==> config.mk <==
export PLATFORM = sky130hd
export DESIGN_NAME = ddr3_init_seq
export DESIGN_NICKNAME = d
export VERILOG_FILES = /design/src/rtl/ddr3_init_seq.sv
export SDC_FILE = /design/constraint.sdc
export NUM_CORES = 1
export LEC_CHECK = 0
export ABC_CLOCK_PERIOD_IN_PS = 6850
export CAP_MARGIN = 15
export CORE_UTILIZATION = 56
export DETAILED_ROUTE_END_ITERATION = 10
export PLACE_DENSITY = 0.89
export SYNTH_ARGS = -nofsm -noshare
export SYNTH_HDL_FRONTEND = slang
export SYNTH_SLANG_ARGS = --single-unit
==> constraint.sdc <==
create_clock -name clk -period 6.85 [get_ports clk]
set_input_delay 1.0275 -clock clk [delete_from_list [all_inputs] [get_ports clk]]
set_output_delay 1.0275 -clock clk [all_outputs]
set_load 0.02 [all_outputs]
==> src/rtl/ddr3_init_seq.sv <==
// DDR3 power-up and mode-register initialization sequencer.
// Optional build macro DDR3_INIT_DLL_RESET_EN forces the DLL-reset bit (addr[8]) in the MR0 MRS.
module ddr3_init_seq #(
  parameter int unsigned T_RESET_CYC = 200,
  parameter int unsigned T_CKE_CYC   = 500,
  parameter int unsigned T_XPR       = 120,
  parameter int unsigned T_MRD       = 4,
  parameter int unsigned T_MOD       = 12,
  parameter int unsigned T_ZQINIT    = 512
) (
  input  logic        clk,
  input  logic        reset,
  input  logic        start,
  input  logic [15:0] mr0_val,
  input  logic [15:0] mr1_val,
  input  logic [15:0] mr2_val,
  input  logic [15:0] mr3_val,
  output logic        ddr_rst_n,
  output logic        cke,
  output logic        cs_n,
  output logic        ras_n,
  output logic        cas_n,
  output logic        we_n,
  output logic [2:0]  ba,
  output logic [15:0] addr,
  output logic        busy,
  output logic        done
);

  localparam int unsigned CNT_W = 16;

  // Wait states last N cycles: the counter is loaded with N-1 on entry, exit at 0.
  // MRD/MOD/ZQ waits hold N-1 NOP cycles after a command, hence N-2.
  localparam logic [CNT_W-1:0] RST_LD = CNT_W'(T_RESET_CYC - 1);
  localparam logic [CNT_W-1:0] CKE_LD = CNT_W'(T_CKE_CYC - 1);
  localparam logic [CNT_W-1:0] XPR_LD = CNT_W'(T_XPR - 1);
  localparam logic [CNT_W-1:0] MRD_LD = CNT_W'(T_MRD - 2);
  localparam logic [CNT_W-1:0] MOD_LD = CNT_W'(T_MOD - 2);
  localparam logic [CNT_W-1:0] ZQ_LD  = CNT_W'(T_ZQINIT - 2);

  typedef enum logic [3:0] {
    S_IDLE, S_RST_HOLD, S_CKE_WAIT, S_XPR, S_MRS,
    S_MRD_WAIT, S_ZQCL, S_ZQ_WAIT, S_DONE
  } state_t;

  state_t           state, state_nxt;
  logic [CNT_W-1:0] cnt, cnt_nxt;
  logic [1:0]       mrs_idx, mrs_idx_nxt;
  logic             latch_c;
  logic [15:0]      mr0_q, mr1_q, mr2_q, mr3_q;

  logic        ddr_rst_n_c, cke_c, cs_n_c, ras_n_c, cas_n_c, we_n_c, busy_c, done_c;
  logic [2:0]  ba_c;
  logic [15:0] addr_c, mr0_issue_c;

  // State, counters and latched mode-register payloads
  always_ff @(posedge clk or posedge reset) begin
    if (reset) begin
      state   <= S_IDLE;
      cnt     <= '0;
      mrs_idx <= '0;
      mr0_q   <= '0;
      mr1_q   <= '0;
      mr2_q   <= '0;
      mr3_q   <= '0;
    end else begin
      state   <= state_nxt;
      cnt     <= cnt_nxt;
      mrs_idx <= mrs_idx_nxt;
      if (latch_c) begin
        mr0_q <= mr0_val;
        mr1_q <= mr1_val;
        mr2_q <= mr2_val;
        mr3_q <= mr3_val;
      end
    end
  end

  // Next-state logic
  always_comb begin
    state_nxt   = state;
    cnt_nxt     = cnt;
    mrs_idx_nxt = mrs_idx;
    latch_c     = 1'b0;
    case (state)
      S_IDLE, S_DONE: begin
        if (start) begin
          state_nxt   = S_RST_HOLD;
          cnt_nxt     = RST_LD;
          mrs_idx_nxt = 2'd0;
          latch_c     = 1'b1;
        end
      end
      S_RST_HOLD: begin
        if (cnt == '0) begin
          state_nxt = S_CKE_WAIT;
          cnt_nxt   = CKE_LD;
        end else begin
          cnt_nxt = cnt - CNT_W'(1);
        end
      end
      S_CKE_WAIT: begin
        if (cnt == '0) begin
          state_nxt = S_XPR;
          cnt_nxt   = XPR_LD;
        end else begin
          cnt_nxt = cnt - CNT_W'(1);
        end
      end
      S_XPR: begin
        if (cnt == '0) state_nxt = S_MRS;
        else           cnt_nxt   = cnt - CNT_W'(1);
      end
      S_MRS: begin
        mrs_idx_nxt = mrs_idx + 2'd1;
        if (mrs_idx == 2'd3) begin
          if (T_MOD > 1) begin
            state_nxt = S_MRD_WAIT;
            cnt_nxt   = MOD_LD;
          end else begin
            state_nxt = S_ZQCL;
          end
        end else if (T_MRD > 1) begin
          state_nxt = S_MRD_WAIT;
          cnt_nxt   = MRD_LD;
        end
      end
      S_MRD_WAIT: begin
        // Index wraps to 0 once MR0 has gone out
        if (cnt == '0) state_nxt = (mrs_idx == 2'd0) ? S_ZQCL : S_MRS;
        else           cnt_nxt   = cnt - CNT_W'(1);
      end
      S_ZQCL: begin
        if (T_ZQINIT > 1) begin
          state_nxt = S_ZQ_WAIT;
          cnt_nxt   = ZQ_LD;
        end else begin
          state_nxt = S_DONE;
        end
      end
      S_ZQ_WAIT: begin
        if (cnt == '0) state_nxt = S_DONE;
        else           cnt_nxt   = cnt - CNT_W'(1);
      end
      default: state_nxt = S_IDLE;
    endcase
  end

`ifdef DDR3_INIT_DLL_RESET_EN
  assign mr0_issue_c = mr0_q | 16'h0100;
`else
  assign mr0_issue_c = mr0_q;
`endif

  // Pin values for the current state; registered below
  always_comb begin
    ddr_rst_n_c = 1'b1;
    cke_c       = 1'b1;
    cs_n_c      = 1'b0;
    ras_n_c     = 1'b1;
    cas_n_c     = 1'b1;
    we_n_c      = 1'b1;
    ba_c        = 3'd0;
    addr_c      = 16'h0000;
    busy_c      = 1'b1;
    done_c      = 1'b0;
    case (state)
      S_RST_HOLD: begin
        ddr_rst_n_c = 1'b0;
        cke_c       = 1'b0;
        cs_n_c      = 1'b1;
      end
      S_CKE_WAIT: begin
        cke_c  = 1'b0;
        cs_n_c = 1'b1;
      end
      S_XPR, S_MRD_WAIT, S_ZQ_WAIT: ;
      S_MRS: begin
        ras_n_c = 1'b0;
        cas_n_c = 1'b0;
        we_n_c  = 1'b0;
        case (mrs_idx)
          2'd0:    begin ba_c = 3'd2; addr_c = mr2_q;       end
          2'd1:    begin ba_c = 3'd3; addr_c = mr3_q;       end
          2'd2:    begin ba_c = 3'd1; addr_c = mr1_q;       end
          default: begin ba_c = 3'd0; addr_c = mr0_issue_c; end
        endcase
      end
      S_ZQCL: begin
        we_n_c = 1'b0;
        addr_c = 16'h0400;
      end
      S_DONE: begin
        busy_c = 1'b0;
        done_c = 1'b1;
      end
      default: begin
        ddr_rst_n_c = 1'b0;
        cke_c       = 1'b0;
        cs_n_c      = 1'b1;
        busy_c      = 1'b0;
      end
    endcase
  end

  // Output registers
  always_ff @(posedge clk or posedge reset) begin
    if (reset) begin
      ddr_rst_n <= 1'b0;
      cke       <= 1'b0;
      cs_n      <= 1'b1;
      ras_n     <= 1'b1;
      cas_n     <= 1'b1;
      we_n      <= 1'b1;
      ba        <= 3'd0;
      addr      <= 16'h0000;
      busy      <= 1'b0;
      done      <= 1'b0;
    end else begin
      ddr_rst_n <= ddr_rst_n_c;
      cke       <= cke_c;
      cs_n      <= cs_n_c;
      ras_n     <= ras_n_c;
      cas_n     <= cas_n_c;
      we_n      <= we_n_c;
      ba        <= ba_c;
      addr      <= addr_c;
      busy      <= busy_c;
      done      <= done_c;
    end
  end

endmodule

After elaboration in Yosys (flattened, before gate mapping). Cells that the tools add are included.

Bits in registers: 112. Input port bits: 67. Logic and storage cells: 79.

Add/subtract/negate cells: 2. Eq/ne operators: 18. Muxes and demuxes: 29. Reduce and logical (&&, ||, !) cells: 14.

Operators by type and width (count): $pmux W16 S6 (1); $mux W16 (4); $pmux W16 S3 (1); $pmux W16 S2 (1); $pmux W4 S8 (1); $mux W4 (7); $eq A4 B3 Y1 const B (4); $logic_not A16 Y1 (1); $sub A16 B1 Y16 const B (1); $ne A2 B2 Y1 const B (7); $reduce_or A7 Y1 (2); $mux W1 (9); $eq A4 B2 Y1 const B (2); $mux W2 (3); $pmux W2 S3 (1); $reduce_and A6 Y1 (1); $reduce_bool A6 Y1 (1); $reduce_or A6 Y1 (1); $eq A2 B2 Y1 const B (2); $eq A4 B1 Y1 const B (1); $eq A4 B4 Y1 const B (1); $logic_not A4 Y1 (1); $pmux W2 S2 (1); $reduce_or A2 Y1 (2); other kinds (7) (7).

Logic depth before layout (Yosys ltp).
Depth after elaboration: 4. Gate-level depth with buffers: 8. Mapped depth without buffers: 7.

Least setup slack after synthesis. No wires, ideal clock.

Kind: input -> register. From: input port start. To: register mr2_q[0]. Setup time: 0.125 ns. Data arrival time: 1.910 ns. Data required time: 6.725 ns. Slack: 4.815 ns. Stages: 4. Path buffers: 2. Cell sequence: and2_1 > buf_2 > buf_2 > mux2_2.

Word-level cells in the longest chain between the ends: 2.

Ends and longest elaborated chain: start: declaration (line 13) `input logic start,`; $mux W1 (line 87) `if (start) begin`; $mux W1 (line 85) `case (state)`; end signal: assignment (line 73) `mr2_q <= mr2_val;`; end: declaration (line 50) `logic [15:0] mr0_q, mr1_q, mr2_q, mr3_q;`.

Every way passes these cells. A chain may end at the register's enable or synchronous reset.

Final worst setup path.
From: register cnt[0]. To: register cnt[3].

Word-level cells in the longest chain between the ends: 3. Elaborated cells between the ends (all ways): 8. Those cells by class: add/sub (1); eq/ne (1); mux (4); reduce/logical (2).

Ends and longest elaborated chain: start: declaration (line 47) `logic [CNT_W-1:0] cnt, cnt_nxt;`; start signal: assignment (line 68) `cnt <= cnt_nxt;`; $sub A16 B1 Y16 or $logic_not A16 Y1 (tied branches); $mux W16, or another cell as far along (line 111, 130, 142); $pmux W16 S6 or $reduce_and A3 Y1 (tied branches).

Parallel ways exist; a longest one is shown, timed or not. The select of a mux whose other input is x is not followed.

==> impl_metrics.csv <==
group,metric,value,unit
sta,hold_violations,0,
synth,yosys-top-cells-area,"dfrtp_1, mux2_2, nand2_1",
synth,synth_largest_area_cell,"dfrtp_1",
route,dr.first_iter.drc_count,327,
pwr,p_leak,2.64,nW
sta,setup_viol,0,
worst_setup_path,crit_arrival,2.90,ns
outcome,status,"finished, final reports clean",
global_routing,antenna_found_initial,0,
synth,ys_seq_area_frac,0.558,
placement,port_buffers,92,
route,num_vias,3915,
pwr,netSwitchingPower,0.766,mW
route,ant_nets,0,
floorplanning,rows,34,
cts,h-tree-depth,3,
synth,synth_top_area_frac,0.542,
min_path,hold_path_class,"reg -> reg",
cts,cts_sinks,111,
synth,syn_area_per_cell,10.6,um^2
worst_setup_path,critPathLaunchType,"flop",
floorplanning,die_w,96.4,um
cts,cts_resized,0,
sta,skew,0.0152,ns
worst_setup_path,path_cells,"inv_1 > ha_1 > nor4b_2 > and4_1 > a31o_2 > a31oi_1 > o221ai_1",
synth,yosys_warnings,0,
sta,worst_pin_slew,0.902,ns
cts,clk_latency,0.38,ns
sta,setup_ws,4.23,ns
cts,clk_pin_slew_worst_paths,0.10,ns
synth,yosys-mux-area-fraction,0.106,
cts,ctsRootBufferMaster,"clkbuf_8",
synth,synthesis.area,4990,um^2
worst_setup_path,cp.required,7.13,ns
synth,synth_xor_area_frac,0.00878,
cts,cts_setup_buffers,0,
sta,max_freq,382,MHz
route,drt-wirelength-per-cell,17.7,um
worst_setup_path,crit_path_max_incr_delay,0.60,ns
sta,relSlewSlack,0.397,
synth,synth-compound-area-share,0.124,
pwr,ir_worst_vdd,0.205,mV
route,vias_per_cell,5.94,
synth,synth_top_family_by_area,"simple AND/OR/NAND/NOR gates",
global_routing,overflow,0,
pwr,power_density,351,nW/um^2
floorplanning,coreArea,8680,um^2
finish,diodes,0,
pwr,pwr-share-comb,0.335,
synth,synth_edf_count,0,
synth,synth-adder-area-share,0.0151,
cts,cts_tree,"done",
synth,synth_common_cells,"dfrtp_1, nand2_1, nor2_1, mux2_2, a21oi_1",
floorplanning,initial_core_util,0.575,
placement,gp_congestion,0.852,
synth,yosysUniqueCellTypes,55,
finish,fin_nets,619,
floorplanning,ios,94,
worst_setup_path,r2r_setup_slack,4.23,ns
global_routing,grt_pass1_wl,18600,um
sta,min_period_over_period,0.382,
cts,cts_hold_buf,0,
worst_setup_path,critical_path_class,"reg -> reg",
job,maxCapViolations,0,
global_routing,grt_max_degree,67,
synth,synth_nets,545,
sta,period_minus_slack,2.62,ns
finish,drive_above_1_share,0.143,
pwr,swShare,0.355,
synth,synth-seq-cells,111,
global_routing,grt_pass1_vias,3904,
pwr,p_clk_frac,0.177,
finish,area_delta_synth_final,23.3,%
global_routing,track_usage,0.268,
sta,rsz0062_at_grt,"no",
synth,async_reset_ff_frac,1.00,
pwr,p_int,1.39,mW
synth,synthCells,472,
placement,dp_hpwl,7890,um
route,firstDrtPassIters,9,
worst_setup_path,cp_slowest_cell,"and4_1",
route,routed_wl,11600,um
floorplanning,fp.dieArea,9290,um^2
cts,numCtsBuffers,9,
synth,synthSimpleGateAreaFrac,0.147,
synth,ys.flop_type,"dfrtp_1",
sta,drv_slew,0,
route,route.detailed.drc,0,
worst_setup_path,crit_path_end_kind,"flop",
pwr,sequentialPowerShare,0.487,
synth,yosysMostFrequentCell,"dfrtp_1",
worst_setup_path,worst-path-max-fanout,16,
placement,post-place-ws,3.94,ns
sta,setup_tns,0,ns
floorplanning,die_h,96.4,um
cts,clockBufferDepth,2,
==> worst max-delay path: cells and delay by family (launching register included) <==
family,cells,cell delay (ns)
DFF,1,0.41
and+or+nand+nor,2,1.03
buffers and inverters,1,0.12
adders and majority gates,1,0.22
AOI/OAI and AO/OA,3,0.76
==> routing by layer <==
metal,global-route usage,share of wire,up-vias
li1,-,-,1802
met1,0.346,0.40,1906
met2,0.433,0.51,181
met3,0.0689,0.076,26
met4,0.107,0.019,0
met5,0,0,-
==> stage by stage <==
step                utilization  hold WS, ns  power, mW  cell area, um^2  std cells
floorplan                     -        0.445       1.57             4990        472
global placement          0.682        0.458       1.72             5920        642
detailed placement        0.682        0.463       1.78             5920        642
CTS                       0.705        0.487       2.16             6120        658
global route              0.708        0.510       2.30             6150        659
finish                    0.708        0.487       2.16             6150        659
==> cell type report <==
| cell class | count | area, um^2 |
|---|---|---|
| multi-input combinational | 312 | 2000 |
| tap | 108 | 135 |
| inverter | 17 | 66.3 |
| sequential | 111 | 2780 |
| clock buffer | 9 | 124 |
| fill | 637 | 2530 |
| timing repair buffer | 95 | 963 |
| clock inverter | 7 | 77.6 |
==> state kept, by name, summed over array words and instances (netlist names), 2 cells and up <==
name / count
addr: 16
mr0_issue_c: 16
state: 4
mr1_q: 16
mrs_idx: 2
mr2_q: 16
ba: 2
cnt: 16
mr3_q: 16
==> power by group through the flow <==
stage               sequential (mW)  combinational [mW]  clock, mW
floorplan                      1.01               0.564          0
global placement               1.04               0.682          0
detailed placement             1.06               0.723          0
CTS                            1.05               0.726      0.390
global route                   1.08               0.806      0.415
finish                         1.05               0.725      0.383
==> kinds of logic after synthesis <==
logic type,count (synthesis)
AO/OA/AOI/OAI,92
other,1
adder cells (fa/ha/maj),6
flip-flops,111
AND/OR/NAND/NOR,161
multiplexers,47
XOR/XNOR,5
buffers and inverters,49
==> path summary, 6_finish.rpt <==
path	startpoint	to	cells after the start
setup / recovery	cnt[0]	cnt[3]	7
hold / removal	mr0_issue_c[13]	mr0_issue_c[13]	2
setup reg to reg	cnt[0]	cnt[3]	7
hold reg to reg	mr0_issue_c[13]	mr0_issue_c[13]	2
max in group asynchronous	reset	mr1_q[15]	3
min in group asynchronous	reset	mr2_q[6]	2
==> layout by cell type, fill, tap and decap left out, types with 6 or more instances in the layout <==
cell               n
o21ai_0           20
nand3_1           10
clkbuf_8           9
ha_1               6
mux2_2            45
a21oi_1           28
inv_1             16
a222oi_1          16
dfrtp_1          108
clkdlybuf4s50_1   92
nor3_1             9
nor2_1            50
nand2_1           70
Note: power is estimated with default switching activity, not from simulation.
